$ cat src/rtl/memory_controller_pkg.sv
// Shared types and constants for the byte-serial memory controller.
package memory_controller_pkg;

  localparam int unsigned ADDR_W = 32;
  localparam int unsigned DATA_W = 32;
  localparam int unsigned LEN_W  = 2;
  localparam int unsigned BYTE_W = 8;
  localparam int unsigned CNT_W  = 3;

  localparam logic [ADDR_W-1:0] IO_ADDR_LO = 32'h0003_0000;
  localparam logic [ADDR_W-1:0] IO_ADDR_HI = 32'h0003_0007;

  typedef enum logic [1:0] {
    MC_IDLE  = 2'd0,
    MC_FETCH = 2'd1,
    MC_LOAD  = 2'd2,
    MC_STORE = 2'd3
  } mc_status_t;

  typedef enum logic {
    OPTYPE_LOAD  = 1'b0,
    OPTYPE_STORE = 1'b1
  } op_t;

  // Request length code to byte count; the unused code 00 is treated as one byte.
  function automatic logic [CNT_W-1:0] len_bytes(input logic [LEN_W-1:0] len);
    case (len)
      2'b10:   return 3'd2;
      2'b11:   return 3'd4;
      default: return 3'd1;
    endcase
  endfunction

  function automatic logic is_io(input logic [ADDR_W-1:0] addr);
    return (addr >= IO_ADDR_LO) && (addr <= IO_ADDR_HI);
  endfunction

endpackage

$ cat src/rtl/memory_controller.sv
// Arbitrates IF fetches and LSB loads/stores onto a byte-wide synchronous RAM/IO bus,
// serialising each request into little-endian byte accesses.
module memory_controller
  import memory_controller_pkg::*;
(
  input  logic              clk_in,
  input  logic              rst_in,
  input  logic              rdy_in,
  input  logic              clr_in,
  input  logic              if_to_mc_ready,
  input  logic [ADDR_W-1:0] if_to_mc_addr,
  output logic              mc_to_if_done,
  output logic [DATA_W-1:0] mc_to_if_inst,
  input  logic              lsb_to_mc_ready,
  input  logic [LEN_W-1:0]  lsb_to_mc_len,
  input  op_t               lsb_to_mc_opType,
  input  logic [ADDR_W-1:0] lsb_to_mc_addr,
  input  logic [DATA_W-1:0] lsb_to_mc_data,
  output logic              mc_valid,
  output logic              mc_to_lsb_ld_done,
  output logic              mc_to_lsb_st_done,
  output logic [DATA_W-1:0] mc_to_lsb_result,
  input  logic [BYTE_W-1:0] mem_din,
  output logic [BYTE_W-1:0] mem_dout,
  output logic [ADDR_W-1:0] mem_a,
  output logic              mem_wr,
  input  logic              io_buffer_full
);

  mc_status_t        state;
  logic [CNT_W-1:0]  cnt;
  logic [CNT_W-1:0]  len_n;
  logic [ADDR_W-1:0] base;
  logic [DATA_W-1:0] data;
  logic              wr_q;
  logic              clr_seen;
  logic              stall_c;
  logic [DATA_W-1:0] asm_c;

  // A full UART buffer blocks writes into the IO window; the write is retried every cycle.
  assign stall_c = (state == MC_STORE) && io_buffer_full && is_io(mem_a);
  assign mem_wr  = wr_q && rdy_in && !stall_c;

  // mem_din at the edge with cnt=k carries byte k-1 (address issued two edges earlier).
  always_comb begin
    asm_c = data;
    case (cnt)
      3'd1:    asm_c[7:0]   = mem_din;
      3'd2:    asm_c[15:8]  = mem_din;
      3'd3:    asm_c[23:16] = mem_din;
      3'd4:    asm_c[31:24] = mem_din;
      default: asm_c = data;
    endcase
  end

  always_ff @(posedge clk_in) begin
    if (rst_in) begin
      state             <= MC_IDLE;
      cnt               <= '0;
      len_n             <= '0;
      base              <= '0;
      data              <= '0;
      wr_q              <= 1'b0;
      clr_seen          <= 1'b0;
      mem_a             <= '0;
      mem_dout          <= '0;
      mc_valid          <= 1'b0;
      mc_to_lsb_ld_done <= 1'b0;
      mc_to_lsb_st_done <= 1'b0;
      mc_to_lsb_result  <= '0;
      mc_to_if_done     <= 1'b0;
      mc_to_if_inst     <= '0;
    end else if (rdy_in) begin
      mc_valid          <= 1'b0;
      mc_to_lsb_ld_done <= 1'b0;
      mc_to_lsb_st_done <= 1'b0;
      mc_to_if_done     <= 1'b0;
      case (state)
        MC_IDLE: begin
          if (!clr_in) begin
            if (lsb_to_mc_ready) begin
              base     <= lsb_to_mc_addr;
              mem_a    <= lsb_to_mc_addr;
              len_n    <= len_bytes(lsb_to_mc_len);
              cnt      <= '0;
              clr_seen <= 1'b0;
              mc_valid <= 1'b1;
              if (lsb_to_mc_opType == OPTYPE_STORE) begin
                state    <= MC_STORE;
                data     <= lsb_to_mc_data;
                mem_dout <= lsb_to_mc_data[7:0];
                wr_q     <= 1'b1;
              end else begin
                state <= MC_LOAD;
                data  <= '0;
              end
            end else if (if_to_mc_ready) begin
              base  <= if_to_mc_addr;
              mem_a <= if_to_mc_addr;
              len_n <= 3'd4;
              cnt   <= '0;
              data  <= '0;
              state <= MC_FETCH;
            end
          end
        end
        MC_FETCH, MC_LOAD: begin
          if (clr_in) begin
            state <= MC_IDLE;
            cnt   <= '0;
          end else if (cnt == len_n) begin
            state <= MC_IDLE;
            cnt   <= '0;
            data  <= asm_c;
            if (state == MC_FETCH) begin
              mc_to_if_done <= 1'b1;
              mc_to_if_inst <= asm_c;
            end else begin
              mc_to_lsb_ld_done <= 1'b1;
              mc_to_lsb_result  <= asm_c;
            end
          end else begin
            data <= asm_c;
            cnt  <= cnt + 3'd1;
            if ((cnt + 3'd1) < len_n) mem_a <= base + 32'(cnt + 3'd1);
          end
        end
        MC_STORE: begin
          // Accepted stores are committed: a flush only hides the completion pulse.
          if (clr_in) clr_seen <= 1'b1;
          if (!stall_c) begin
            if (cnt == (len_n - 3'd1)) begin
              state             <= MC_IDLE;
              cnt               <= '0;
              wr_q              <= 1'b0;
              mc_to_lsb_st_done <= !(clr_seen || clr_in);
            end else begin
              cnt      <= cnt + 3'd1;
              mem_a    <= base + 32'(cnt + 3'd1);
              data     <= data >> 8;
              mem_dout <= data[15:8];
            end
          end
        end
        default: state <= MC_IDLE;
      endcase
    end
  end

endmodule

$ cat config.mk
export PLATFORM = sky130hd
export DESIGN_NAME = memory_controller
export DESIGN_NICKNAME = d
export VERILOG_FILES = /design/src/rtl/memory_controller_pkg.sv /design/src/rtl/memory_controller.sv
export SDC_FILE = /design/constraint.sdc
export NUM_CORES = 1
export LEC_CHECK = 0
export CAP_MARGIN = 25
export CORE_MARGIN = 8
export CORE_UTILIZATION = 45
export DETAILED_ROUTE_END_ITERATION = 7
export PLACE_DENSITY = 0.77
export SLEW_MARGIN = 20
export SYNTH_ARGS = -nofsm -noshare
export SYNTH_HDL_FRONTEND = slang
export SYNTH_SLANG_ARGS = --single-unit
$ cat constraint.sdc
create_clock -name clk_in -period 2.1 [get_ports clk_in]
set_input_delay 0.21 -clock clk_in [delete_from_list [all_inputs] [get_ports clk_in]]
set_output_delay 0.21 -clock clk_in [all_outputs]
set_load 0.02 [all_outputs]
==> metrics.md <==
| Metric | Value |
|---|---|
| Status | finished, violations left |
| Failing checks | negative setup slack |
| Core ar. | 0.0193 sq mm |
| CTS tree | yes |
| Initial antenna violation count | 0 |
| Die X-Extent | 156 um |
| Critical Path Fanout Max | 8 |
| Routed WL | 32100 um |
| Pre-CTS setup slack | -0.398 ns |
| Total GRT Usage | 23.0% |
| CP Launch Type | flop |
| Clock sinks | 182 |
| Synth Net Count | approximately 1.2k |
| Drt drc | 0 |
| Pleak | about 4.8 nW |
| Crit path launch | cnt[0] |
| Post-Layout Cell Count | 1581 |
| Gr ovfl total | 0 |
| Post-CTS Hold Buffers | 0 |
| Nets | 1433 |
| Mapped Avg Cell Area | around 8.6 sq um |
| Synth warn | 0 |
| Crit. End Element | flop |
| Cells after DPL | 1511 |
| Register area share after synthesis | 41.3% |
| Clock-pin slew on the worst setup and hold paths | ~0.080 ns |
| Clk root buf | clkbuf_16 |
| Max-Cap Viols | 0 |
| Cell variety after synth | 56 |
| Largest net degree at the start of global routing | 66 |
| Post-place instance area | 0.0118 sq mm |
| Netlist Area Pre-Place | 0.00882 sq mm |
| Fin crit share | 110% |
| Flop and latch count out of synthesis | around 180 |
| Synth area leaders | dfxtp_1 41%, a211oi_1 11%, nor2_1 7.9% |
| Vias in the first global route | around 8.6k |
| Post-route cell area | 0.0134 sq mm |
| GPL Wtd Cong | 0.877 |
| Iteration count of the initial detailed-routing pass | 6 |
| TritonCTS Buffers | 17 |
| Io pins | 223 |
| Fin Clk Skew | slightly below 0.008 ns |
| Hold Crit Start | rst_in |
| # setup viols final | 48 |
| Fmax achieved | 435 MHz |
| Die area | about 0.024 sq mm |
| Share of layout cells above drive strength 1 | 19.1% |
| Max rail drop VDD | roughly 0.55 mV |
| First-pass GRT wire length | 44700 um |
| Power Density | roughly 700 mW/mm^2 |
| Cell taking the most area after synthesis | dfxtp_1 |
| Die Y-Extent | 156 um |
| Area added between synthesis and finish | 52.2% |
| Fin. Hold Viols | 0 |
| Final hold slack | 0.147 ns |
| Fillers | 1449 |
| Cells after Synth | 1021 |
| Post-synth EDFFs | 0 |
| Via density | around 5.8 |
| Routed via count | 9130 |
| Worst skew pair latency | 0.44 ns |
| Rows | 51 |
| Relative slew slack | 71.3% |
| Fin crit period | approximately 2.3 ns |
| Worst Path Arrival | ~2.6 ns |
| Post-detail-place hpwl | just over 20000 um |
| Asr flop ratio synth | 0% |
| Worst slew pin tran | ~0.42 ns |
| CP required | approximately 2.4 ns |
| Setup TNS Final | -4.00 ns |
| Ys flop type | dfxtp_1 |
| N_diodes | 0 |
| Synth top area share | 41.3% |
| I/O Buffers | roughly 220 |
| Deepest clock path buffer count | 2 |
| Hold crit path type | input port to flop |
| Critical path class | flop to flop |
| DRT antenna net count | 0 |
| Critical R2R Launch | cnt[0] |
| Worst setup margin | -0.201 ns |
| WL/cell | roughly 20 um |
| Final Slew Violations | 0 |
| Unrepaired setup endpoints after global routing | yes |
| CTS H-tree lvls | 4 |
| Starting Density | 45.6% |
| Initial DRC count | 967 |
[cell families (layout without fill, tap and decap cells)]
group / count (synthesis) / in the layout / share of synthesized area (%)
adders and majority gates: 16 / 16 / 2.36
DFF: 182 / 182 / 41.3
muxes: 69 / 69 / 7.88
xor gates and xnor gates: 34 / 34 / 3.55
and+or+nand+nor: 359 / 360 / 18.4
buffers and inverters: 99 / 393 / 5.38
AOI/OAI and AO/OA: 262 / 262 / 21.1
[flip-flops by register name, summed over array words and instances, names as in the netlist]
signal             count
base                  32
clr_seen               1
mem_a                 32
mc_to_lsb_result      32
wr_q                   1
mc_to_if_done          1
mc_to_lsb_st_done      1
mc_to_lsb_ld_done      1
mc_valid               1
cnt                    3
state                  2
mem_dout               8
data                  32
mc_to_if_inst         32
len_n                  3
[area by class of cell]
type | count | area (sq um) | share of cell area, %
clock buffer | 17 | 425 | 3.17
sequential | 182 | 3660 | 27.3
multi-input combinational | 741 | 5160 | 38.5
timing repair buffer | 346 | 3580 | 26.7
tap | 265 | 332 | 2.47
clock inverter | 15 | 195 | 1.45
inverter | 15 | 61.3 | 0.457
[what timing repair did]
item / 4_1_cts / 5_1_grt
setup buffers: 12 / 11
hold endpoints to repair: 0 / 0
endpoints found under the setup margin: 106 / 154
gates cloned: 3 / 12
pin swaps: 11 / 23
resized for setup: 29 / 73
[cells in the final DEF, fill, tap and decap left out, types with 4 or more instances in the layout]
cell	n
ha_4	8
xnor2_1	21
mux2i_1	64
dfxtp_1	175
dfxtp_2	5
a211oi_2	24
xor2_1	12
buf_12	12
a211oi_1	106
clkinv_8	5
nor2_1	179
nand2_1	82
nor3_1	4
nand4_1	13
or3_1	4
a21oi_1	57
nand3b_1	6
o211ai_1	27
a311oi_1	4
and3_1	4
buf_4	89
clkbuf_16	27
nand3_1	11
inv_1	12
clkdlybuf4s50_1	219
ha_1	5
buf_6	10
o21ai_0	7
nand2b_1	12
a221oi_1	18
nor2_4	4
[metrics by stage]
| stage | utilization, % | power, mW |
|---|---|---|
| floorplan | - | 4.93 |
| global placement | 61.2 | 5.78 |
| detailed placement | 61.2 | 5.82 |
| CTS | 66.0 | 9.13 |
| global route | 69.4 | 9.72 |
| finish | 69.4 | 9.39 |
[routing by layer]
layer / global-route usage [%] / vias up / share of wire [%]
li1: - / 4262 / -
met1: 27.5 / 4345 / 39
met2: 40.4 / 449 / 50
met3: 4.32 / 74 / 8.0
met4: 7.72 / 0 / 3.3
met5: 0 / - / 0
[worst max-delay path, stage by stage (launching register included)]
cell and delay [ns]:
dfxtp_4 0.40, inv_4 0.05, ha_4 0.27, ha_4 0.19, nor2b_4 0.12, o21a_1 0.16
o31ai_2 0.24, and3_4 0.26, buf_12 0.13, nor3b_2 0.04, a311o_1 0.32
[synthesized netlist by cell type (all sizes together) (5+ instances only)]
| library cell | n |
|---|---|
| a211oi | 130 |
| a21oi | 59 |
| a221oi | 19 |
| a311oi | 6 |
| and3 | 5 |
| buf | 43 |
| clkbuf | 41 |
| dfxtp | 182 |
| ha | 15 |
| inv | 15 |
| mux2i | 66 |
| nand2 | 84 |
| nand2b | 12 |
| nand3 | 13 |
| nand3b | 6 |
| nand4 | 14 |
| nor2 | 186 |
| nor3 | 6 |
| nor4 | 6 |
| o211ai | 27 |
| o21ai | 8 |
| xnor2 | 21 |
| xor2 | 12 |
[path summary, 6_finish.rpt]
check	endpoint	slack (ns)	depth (start not counted)
max	mem_a[31]	-0.20	10
min	state[1]	0.15	2
max reg2reg	mem_a[31]	-0.20	10
min reg2reg	mem_a[2]	0.46	2
[power breakdown]
group | switching [mW] | internal (mW) | total, mW
Clock | 1.65 | 1.64 | 3.29
Sequential | 0.199 | 3.68 | 3.88
Combinational | 1.13 | 1.09 | 2.22
Total | 2.99 | 6.41 | 9.39
Note: power is estimated with default switching activity, not from simulation.
